===== src/rtl/mul_div_unit.sv =====
// Sequential signed multiply (radix-2 Booth) and divide (restoring on magnitudes).
// Handles the multi-cycle ALU ops; the 64-bit result feeds the Z register pair.
module mul_div_unit #(
  parameter int WIDTH = 32
) (
  input  logic               clock,
  input  logic               clear,
  input  logic               start,
  input  logic               op_div,
  input  logic [WIDTH-1:0]   A,
  input  logic [WIDTH-1:0]   B,
  output logic [2*WIDTH-1:0] result,
  output logic               busy,
  output logic               done,
  output logic               div_by_zero
);

  localparam int              CW   = $clog2(WIDTH);
  localparam logic [WIDTH-1:0] ONE  = {{(WIDTH-1){1'b0}}, 1'b1};
  localparam logic [WIDTH-1:0] ONES = {WIDTH{1'b1}};
  localparam logic [CW-1:0]    LAST = CW'(WIDTH-1);

  typedef enum logic [2:0] {
    S_IDLE  = 3'd0,
    S_MUL   = 3'd1,
    S_DIV   = 3'd2,
    S_FIXUP = 3'd3,
    S_DONE  = 3'd4
  } state_e;

  state_e             state_q;
  logic [CW-1:0]      cnt_q;
  logic [WIDTH:0]     acc_q;
  logic [WIDTH-1:0]   q_q;
  logic               qm1_q;
  logic [WIDTH-1:0]   m_q;
  logic               op_div_q;
  logic               sign_a_q;
  logic               sign_b_q;
  logic [2*WIDTH-1:0] result_q;
  logic               busy_q;
  logic               done_q;
  logic               dbz_q;

  logic [WIDTH:0]     m_ext;
  logic [WIDTH:0]     acc_sum;
  logic [WIDTH:0]     acc_mul_d;
  logic [WIDTH-1:0]   q_mul_d;
  logic [WIDTH:0]     div_shift;
  logic               div_ge;
  logic [WIDTH-1:0]   rem_div_d;
  logic [WIDTH-1:0]   q_div_d;
  logic [WIDTH-1:0]   quot_fix;
  logic [WIDTH-1:0]   rem_fix;

  function automatic logic [WIDTH-1:0] neg(input logic [WIDTH-1:0] v);
    return ~v + ONE;
  endfunction

  function automatic logic [WIDTH-1:0] abs_val(input logic [WIDTH-1:0] v);
    return v[WIDTH-1] ? neg(v) : v;
  endfunction

  // Per-iteration datapath for Booth step, restoring-divide step and sign fixup.
  always_comb begin
    m_ext = {m_q[WIDTH-1], m_q};
    case ({q_q[0], qm1_q})
      2'b10:   acc_sum = acc_q - m_ext;
      2'b01:   acc_sum = acc_q + m_ext;
      default: acc_sum = acc_q;
    endcase
    acc_mul_d = {acc_sum[WIDTH], acc_sum[WIDTH:1]};
    q_mul_d   = {acc_sum[0], q_q[WIDTH-1:1]};

    // The shifted partial remainder can need one bit more than WIDTH.
    div_shift = {acc_q[WIDTH-1:0], q_q[WIDTH-1]};
    div_ge    = (div_shift >= {1'b0, m_q});
    if (div_ge) begin
      rem_div_d = div_shift[WIDTH-1:0] - m_q;
    end else begin
      rem_div_d = div_shift[WIDTH-1:0];
    end
    q_div_d = {q_q[WIDTH-2:0], div_ge};

    quot_fix = (sign_a_q ^ sign_b_q) ? neg(q_q) : q_q;
    rem_fix  = sign_a_q ? neg(acc_q[WIDTH-1:0]) : acc_q[WIDTH-1:0];
  end

  // Control FSM with registered outputs.
  always_ff @(posedge clock or posedge clear) begin
    if (clear) begin
      state_q  <= S_IDLE;
      cnt_q    <= '0;
      acc_q    <= '0;
      q_q      <= '0;
      qm1_q    <= 1'b0;
      m_q      <= '0;
      op_div_q <= 1'b0;
      sign_a_q <= 1'b0;
      sign_b_q <= 1'b0;
      result_q <= '0;
      busy_q   <= 1'b0;
      done_q   <= 1'b0;
      dbz_q    <= 1'b0;
    end else begin
      case (state_q)
        S_IDLE: begin
          done_q <= 1'b0;
          if (start) begin
            op_div_q <= op_div;
            sign_a_q <= A[WIDTH-1];
            sign_b_q <= B[WIDTH-1];
            dbz_q    <= 1'b0;
            busy_q   <= 1'b1;
            cnt_q    <= '0;
            acc_q    <= '0;
            qm1_q    <= 1'b0;
            if (!op_div) begin
              m_q     <= A;
              q_q     <= B;
              state_q <= S_MUL;
            end else if (B != '0) begin
              m_q     <= abs_val(B);
              q_q     <= abs_val(A);
              state_q <= S_DIV;
            end else begin
              // Raw dividend is parked in q_q for the divide-by-zero result.
              m_q     <= '0;
              q_q     <= A;
              state_q <= S_DONE;
            end
          end
        end
        S_MUL: begin
          acc_q <= acc_mul_d;
          q_q   <= q_mul_d;
          qm1_q <= q_q[0];
          cnt_q <= cnt_q + 1'b1;
          if (cnt_q == LAST) begin
            state_q <= S_FIXUP;
          end
        end
        S_DIV: begin
          acc_q <= {1'b0, rem_div_d};
          q_q   <= q_div_d;
          cnt_q <= cnt_q + 1'b1;
          if (cnt_q == LAST) begin
            state_q <= S_FIXUP;
          end
        end
        S_FIXUP: begin
          if (op_div_q) begin
            result_q <= {rem_fix, quot_fix};
          end else begin
            result_q <= {acc_q[WIDTH-1:0], q_q};
          end
          state_q <= S_DONE;
        end
        S_DONE: begin
          done_q <= 1'b1;
          busy_q <= 1'b0;
          if (op_div_q && (m_q == '0)) begin
            result_q <= {q_q, ONES};
            dbz_q    <= 1'b1;
          end
          state_q <= S_IDLE;
        end
        default: begin
          state_q <= S_IDLE;
          busy_q  <= 1'b0;
          done_q  <= 1'b0;
        end
      endcase
    end
  end

  assign result      = result_q;
  assign busy        = busy_q;
  assign done        = done_q;
  assign div_by_zero = dbz_q;

endmodule

===== config.mk =====
export PLATFORM = sky130hd
export DESIGN_NAME = mul_div_unit
export DESIGN_NICKNAME = d
export VERILOG_FILES = /design/src/rtl/mul_div_unit.sv
export SDC_FILE = /design/constraint.sdc
export NUM_CORES = 1
export LEC_CHECK = 0
export BUFFER_PORTS_ARGS = -buffer_cell sky130_fd_sc_hd__buf_2
export CAP_MARGIN = 20
export CORE_ASPECT_RATIO = 0.9
export CORE_MARGIN = 2
export CORE_UTILIZATION = 66
export CTS_CLUSTER_DIAMETER = 60
export DETAILED_ROUTE_END_ITERATION = 10
export PLACE_DENSITY_LB_ADDON = 0.08
export SLEW_MARGIN = 15
export SYNTH_ARGS = -nofsm -noshare
export SYNTH_HDL_FRONTEND = slang
export SYNTH_SLANG_ARGS = --single-unit

===== constraint.sdc =====
create_clock -name clock -period 19.4 [get_ports clock]
set_clock_uncertainty 0.2 [all_clocks]
set_input_delay 4.85 -clock clock [delete_from_list [all_inputs] [get_ports clock]]
set_output_delay 4.85 -clock clock [all_outputs]
set_load 0.02 [all_outputs]

-- Word level (Yosys, flattened, before mapping)
Cells that the tools add are included.
- word-level logic and storage cells: 88
- input port bits: 68
- flip-flop bits (word level): 176
- eq/ne operators: 10
- bitwise logic cells: 6
- multiplexer cells: 31
- reduce and logical (&&, ||, !) cells: 19
- add/sub/neg operators: 8
- $lt $le $gt $ge: 1
- operators by type and width (kind ; count):
    $mux 32 ; 10
    $add 32x1->32 const B ; 4
    $mux 64 ; 2
    $not 32->32 ; 4
    $pmux 64 s2 ; 1
    $pmux 33 s3 ; 1
    $pmux 32 s3 ; 1
    $pmux 33 s2 ; 1
    $add 33x33->33 ; 1
    $ge 33x32->1 ; 1
    $mux 33 ; 1
    $sub 33x33->33 ; 1
    $logic_not 32->1 ; 1
    $reduce_bool 32->1 ; 1
    $sub 32x32->32 ; 1
    $reduce_and 2->1 ; 7
    $mux 3 ; 4
    $pmux 5 s2 ; 1
    $pmux 3 s3 ; 1
    $pmux 1 s2 ; 4
    $reduce_bool 2->1 ; 4
    $eq 3x2->1 const B ; 2
    $add 5x1->5 const B ; 1
    $eq 5x5->1 const B ; 1
    16 further kinds ; 19

-- Longest topological paths before layout
Gate-level depths: netlist (run 1).
- word-level depth: 7
- gate-level depth with buffers: 18
- depth with buffers taken out: 17

-- Least setup slack after synthesis (run 1)
OpenSTA, ideal clock, no wires.
- path kind: input to register
- from: input port B[0]
- to: register q_q[21]
- library setup time: 129 ps
- setup slack: 12001 ps
- cell stages on the path: 12
- arrival: 7070 ps
- path through: inv_1 -> ha_1 -> or3b_2 -> nor3_1 -> nand4b_4 -> or4_1 -> buf_2 -> nand2_2 -> a21oi_1 -> xnor2_1 -> a21oi_1 -> nand3b_1
- cells in the longest elaborated chain, start to end: 5
- ends and longest elaborated chain (element ; line ; source):
    start: declaration ; 11 ; input logic [WIDTH-1:0] B,
    $reduce_bool 32->1 ; 122 ; end else if (B != '0) begin
    $mux 32 ; 122 ;
    $mux 32 ; 118 ; if (!op_div) begin
    $mux 32 ; 109 ; if (start) begin
    $pmux 32 s3 ; 106 ; case (state_q)
    end signal: assignment ; 124 ; q_q <= abs_val(A);
    end signal: assignment ; 136 ; q_q <= q_mul_d;
    end signal: assignment ; 145 ; q_q <= q_div_d;
    end: declaration ; 34 ; logic [WIDTH-1:0] q_q;
No other way between the ends. The select of a mux whose other input is x is not followed.
A chain may end at the register's enable or synchronous reset.

-- Worst setup path after layout (run 1)
Same ends and word-level chain as after synthesis.

==> summary.txt, run 1 <==
Outcome
  – Status: completed

Synth
  – Post-Syn Nets: 2,074
  – Mapped cell area: around 15,000 µm²
  – Count of flip-flops with a built-in enable after synthesis: 0
  – Yosys reg bits: ~180
  – Synth cell types: 86
  – Mapped Avg Cell Area: ~8 µm²
  – Synth Warn #: 0
  – Post-synthesis cell count: slightly below 2,000
  – Register area share after synthesis: 29.19%
  – Async set or reset register ratio after synthesis: 100.0%
  – Ys flop type: dfrtp_1

Global routing
  – Total grt overflow: 0
  – Initial antenna violation count: 2
  – First-pass GRT wire length: ~80,000 µm
  – Largest net degree at the start of global routing: roughly 110
  – Number of global-route vias before repair: 14,390
  – GRT Util Overall: between 40% and 50%

Final layout
  – Antenna cells: 0
  – Util after Layout: 73.23%
  – Most frequent cells in the layout: 229 x nand2_1, 181 x a21oi_1, 176 x dfrtp_1
  – Layout Cells excl Fill: 2,276
  – Most common cell after layout, fill and taps aside: nand2_1
  – Sequential cell area: between 4000 and 5000 µm²
  – P&R area growth vs syn: 8.930%
  – Final Net Count: between 2,000 and 2,500
  – Filler Cell Count: about 1,800
  – Share of cells above drive strength 1: between 10% and 20%
  – Area of the multi-input gates: approximately 10000 µm²

Place
  – Placer Congestion: between 1 and 1.5
  – Input/output buffers: 134
  – HPWL Detailed: about 38,000 µm
  – Placed Instances: 2,243
  – Setup WS pre-CTS: 11.46 ns

Floorplan
  – I/O pin cnt: approximately 140
  – Chip Height: between 100 and 150 µm
  – Placeable Area: approximately 22,000 µm²
  – FP Rows: 52
  – Starting Density: 67.22%
  – Die Area: ~24,000 µm²
  – DIE WIDTH: around 160 µm

Clocking
  – Root Driver: clkbuf_16
  – Clock latency at the later pin of the worst-skew pair: 0.46 ns
  – Clock sink total: about 180
  – Clk slew on worst S/H paths: about 0.090 ns
  – Post-CTS Hold Fix Bufs: 0
  – Inserted Clock Buffers: 17
  – Post-CTS repair timing setup buffer count: 0
  – Htree depth: 4
  – CTS tree: built
  – Clk buf depth: 2
  – PostCTS Resize Cnt: 0

Route
  – Final ANT Viol Nets: 0
  – Vias: around 16,000
  – Routed wire length: 51,620 µm
  – WL/cell: between 20 and 25 µm
  – Initial DRC count: between 2,000 and 2,500
  – Initial DRT Pass Iterations: 9
  – DRC: 0
  – Vias per inst: 6.913

STA
  – WHS: ~0.29 ns
  – Final min period: 7.568 ns
  – Worst-Margin Slew: approximately 1.1 ns
  – Slew Viols, Final: 0
  – Rel. slew slack: 26.58%
  – Post-route worst setup slack: 11.83 ns
  – Setup TNS: 0 ns
  – Fmax: roughly 0.13 GHz
  – Final setup fails: 0
  – Unrepaired setup endpoints after global routing: no
  – Fin crit share: around two fifths
  – Hold violation total from the final report: 0

Min path
  – HP Class: register to register

Worst setup path
  – Critical path class: input pin to register
  – Arr. time, crit path: about 7.7 ns
  – Critical path data required time: 19.54 ns
  – Flop2flop setup slack: 14.25 ns
  – Crit path launch type: input pin
  – Critical path fanouts, max: 7
  – Setup crit end kind: register

Power
  – Worst VDD drop: ~0.15 mV
  – Leakage: a little over 7 nW
  – Cell area power density: around 210 nW/µm²

Flow run
  – Max-Cap Viols: 0
worst paths after layout:
| path | start | cells past startpoint | to |
|---|---|---|---|
| worst max-delay path | B[0] | 12 | q_q[21] |
| worst max register to register | m_q[2] | 16 | acc_q[28] |
| worst min register to register | busy | 1 | busy |
| min in group asynchronous | clear | 2 | result[21] |
| max in group asynchronous | clear | 3 | acc_q[6] |
| worst min-delay path | busy | 1 | busy |
synth_stat cells, types with 5 or more instances:
library cell	instances	area, µm²
buf_1	11	41.29
nand4_1	11	68.82
inv_1	64	240.2
o21bai_1	8	60.06
a21oi_1	181	905.9
o31ai_1	22	165.2
nor2b_1	7	43.79
o221ai_1	9	78.83
nor4_2	5	62.56
nor3_1	29	145.1
a222oi_1	20	200.2
and3_1	16	100.1
xnor2_1	90	788.3
o41ai_1	10	87.58
and4_1	6	52.55
ha_1	73	913.4
clkbuf_1	113	424.2
buf_2	5	25.02
nor2_1	161	604.3
o211ai_1	50	375.4
o21ai_1	70	350.3
nand3_1	58	290.3
o21ai_0	117	585.6
a31oi_1	33	206.5
a211oi_1	8	60.06
a22oi_1	36	270.3
and2_1	10	62.56
a221oi_1	7	61.31
a41oi_1	8	70.07
or4_1	8	60.06
a21o_1	31	232.7
nand2_1	229	859.6
mux2i_1	11	110.1
nor4_1	17	106.4
nand2b_1	10	62.56
xor2_1	107	937.2
dfrtp_1	176	4404
or3_1	23	143.9
metal layers:
| metal | up-vias | part of all wire (%) | track usage [%] |
|---|---|---|---|
| li1 | 7080 | - | - |
| met1 | 7407 | 41 | 62.06 |
| met2 | 1069 | 43 | 62.74 |
| met3 | 177 | 13 | 9.680 |
| met4 | 2 | 3.9 | 16.77 |
| met5 | - | 0.025 | 0 |
cell type report:
type / instances / area share [%]
multi-input cells: 1559 / 60.75
flip-flops and latches: 176 / 26.79
repair buffers: 148 / 4.796
clock buffers: 17 / 2.588
well taps: 297 / 2.261
inverters: 64 / 1.492
clock inverters: 15 / 1.317
state kept, by name (all words and copies together), names as in the netlist, 3 cells and up:
| signal | flops |
|---|---|
| state_q | 3 |
| acc_q | 33 |
| cnt_q | 5 |
| m_q | 32 |
| q_q | 32 |
| result | 64 |
critical path, cell delays in order:
cell and delay, ns:
buf_2 0.12, inv_1 0.06, ha_1 0.16, or3b_2 0.49, nor3_1 0.47, nand4b_4 0.20, or4_1 0.64, nand2_2 0.20
a21oi_1 0.07, xnor2_1 0.16, a21oi_1 0.08, nand3b_1 0.19
power by group:
part | switching (mW) | total, mW | internal [mW]
sequential | 0.265 | 0.798 | 0.533
combinational | 1.40 | 2.23 | 0.825
clock | 0.195 | 0.375 | 0.180
total | 1.86 | 3.40 | 1.54
logic make-up after synthesis:
family	share of synthesized area, %
AOI/OAI and AO/OA	27.50
muxes	1.028
xor gates and xnor gates	11.43
and+or+nand+nor	19.54
buffers and inverters	5.000
DFF	29.19
adders and majority gates	6.318
stage by stage:
stage	power, mW	area, µm²
global route	3.625	16440
finish	3.400	16440
CTS	3.323	16420
floorplan	2.338	15090
detailed placement	2.933	15780
global placement	2.869	15780
No activity file was read; power rests on OpenSTA's default activity.
==> run 2: changes to the inputs <==
--- a/config.mk
+++ b/config.mk
@@ -9,7 +9,7 @@
 export CAP_MARGIN = 20
 export CORE_ASPECT_RATIO = 0.9
 export CORE_MARGIN = 2
-export CORE_UTILIZATION = 66
+export CORE_UTILIZATION = 62
 export CTS_CLUSTER_DIAMETER = 60
 export DETAILED_ROUTE_END_ITERATION = 10
 export PLACE_DENSITY_LB_ADDON = 0.08
==> constraint.sdc (replaced) <==
create_clock -name clock -period 7.3 [get_ports clock]
set_clock_uncertainty 0.2 [all_clocks]
set_input_delay 1.825 -clock clock [delete_from_list [all_inputs] [get_ports clock]]
set_output_delay 1.825 -clock clock [all_outputs]
set_load 0.02 [all_outputs]
==> summary.txt, run 2 (same netlist as run 1, synthesis figures left out) <==
Outcome
  – Status: completed

Floorplan
  – DIE WIDTH: around 170 µm
  – I/O pin cnt: about 140
  – FP Rows: 54
  – Placeable Area: between 20,000 and 25,000 µm²
  – Starting Density: between 60% and 70%
  – Chip Height: ~150 µm
  – Die Area: ~26,000 µm²

Worst setup path
  – Critical path data required time: 7.43 ns
  – Arr. time, crit path: approximately 5 ns
  – Critical path fanouts, max: 7
  – Setup crit end kind: register
  – Critical path class: register to register
  – Crit path launch type: register

Clocking
  – Htree depth: 4
  – Clock latency at the later pin of the worst-skew pair: between 0.4 and 0.5 ns
  – Root Driver: clkbuf_16
  – PostCTS Resize Cnt: 0
  – Clk slew on worst S/H paths: roughly 0.080 ns
  – Clk buf depth: 2
  – Clock sink total: 176
  – CTS tree: built
  – Inserted Clock Buffers: 17
  – Post-CTS Hold Fix Bufs: 0
  – Post-CTS repair timing setup buffer count: 0

STA
  – Worst-Margin Slew: ~1.3 ns
  – Post-route worst setup slack: about 2.4 ns
  – Fmax: 0.2057 GHz
  – Setup TNS: 0 ns
  – Fin crit share: ~67%
  – Rel. slew slack: about 14%
  – Hold violation total from the final report: 0
  – Unrepaired setup endpoints after global routing: no
  – Final setup fails: 0
  – Final min period: a little under 5 ns
  – Slew Viols, Final: 0

Route
  – Initial DRT Pass Iterations: 7
  – Vias per inst: 6.787
  – Initial DRC count: between 1,500 and 2,000
  – WL/cell: around 23 µm
  – Final ANT Viol Nets: 0
  – DRC: 0
  – Routed wire length: 53,060 µm
  – Vias: between 15,000 and 20,000

Place
  – Placed Instances: between 2,000 and 2,500
  – Input/output buffers: around 130
  – Placer Congestion: 1.038
  – HPWL Detailed: between 30,000 and 40,000 µm
  – Setup WS pre-CTS: between 2 and 2.5 ns

Power
  – Gate power share: roughly two thirds
  – Cell area power density: roughly 550 nW/µm²
  – Clock share of power: between 10% and 20%
  – Worst VDD drop: about 0.34 mV
  – Psw: around 5 mW
  – Leakage: approximately 7.2 nW
  – Seq pwr share: 23.5%
  – Switching Share: around 55%
  – Final Power: about 9 mW
  – Cell Int Power: approximately 4.1 mW

Global routing
  – Largest net degree at the start of global routing: 76
  – First-pass GRT wire length: about 82,000 µm
  – Number of global-route vias before repair: between 10,000 and 15,000
  – Initial antenna violation count: 2
  – Total grt overflow: 0
  – GRT Util Overall: about two fifths

Final layout
  – Antenna cells: 0
  – Util after Layout: approximately two thirds
  – Share of cells above drive strength 1: a little under an eighth
  – Layout Cells excl Fill: about 2,300
  – Filler Cell Count: 2,045
  – Most frequent cells in the layout: 229 x nand2_1, 181 x a21oi_1, 176 x dfrtp_1
  – Most common cell after layout, fill and taps aside: nand2_1
  – Final Net Count: between 2,000 and 2,500
  – P&R area growth vs syn: 9.121%
  – Max FFs per register: between 60 and 70

Flow run
  – Max-Cap Viols: 0

Min path
  – HP Class: register to register
==> run 2: path summary, 6_finish.rpt <==
path,start,end,slack [ns],depth (start not counted)
max in group asynchronous,clear,acc_q[13],4.35,3
min in group asynchronous,clear,result[12],1.26,2
worst min register to register,result[42],result[42],0.28,2
worst min-delay path,result[42],result[42],0.28,2
worst max-delay path,m_q[2],acc_q[28],2.44,16
worst max register to register,m_q[2],acc_q[28],2.44,16
==> run 2: critical path, stage by stage (launching register included) <==
cell and delay (ns):
dfrtp_1 0.38, nor3_1 0.37, and4_1 0.34, nor2b_1 0.25
nand2_1 0.16, nor4_1 0.63, a31oi_1 0.20, xnor2_1 0.17
ha_1 0.41, and3_1 0.24, nand2_1 0.07, o31ai_1 0.31
a22oi_1 0.22, o21ai_0 0.29, xnor2_1 0.09, a222oi_1 0.29
o21ai_1 0.10
==> run 2: power groups by stage <==
| stage | logic [mW] | registers [mW] | clock network, mW |
|---|---|---|---|
| finish | 5.99 | 2.14 | 0.981 |
| global route | 6.52 | 2.17 | 1.02 |
| CTS | 5.83 | 2.09 | 0.985 |
| detailed placement | 5.79 | 2.11 | 0 |
| global placement | 5.70 | 2.09 | 0 |
| floorplan | 4.31 | 1.90 | 0 |
==> run 2: layout make-up <==
| cell class | instances | area [µm²] | share of cell area [%] |
|---|---|---|---|
| clock inverter | 15 | 201.4 | 1.223 |
| inverter | 64 | 245.2 | 1.489 |
| sequential | 176 | 4404 | 26.75 |
| tap | 308 | 385.4 | 2.340 |
| timing repair buffer | 152 | 818.3 | 4.970 |
| clock buffer | 17 | 425.4 | 2.584 |
| multi-input combinational | 1559 | 9986 | 60.65 |
==> run 2: per-stage QoR <==
| stage | hold WS, ns | instance area, µm² |
|---|---|---|
| floorplan | 0.2498 | 15090 |
| global placement | 0.2564 | 15820 |
| detailed placement | 0.2691 | 15820 |
| CTS | 0.2868 | 16450 |
| global route | 0.3022 | 16470 |
| finish | 0.2831 | 16470 |
==> run 2: layer usage <==
metal  track usage (%)  vias to the layer above  share of wire (%)
li1                  -                     7079                  -
met1             56.86                     7368                 41
met2             58.83                      947                 42
met3             14.38                      150                 13
met4             16.05                        4                3.9
met5                 0                        -              0.051
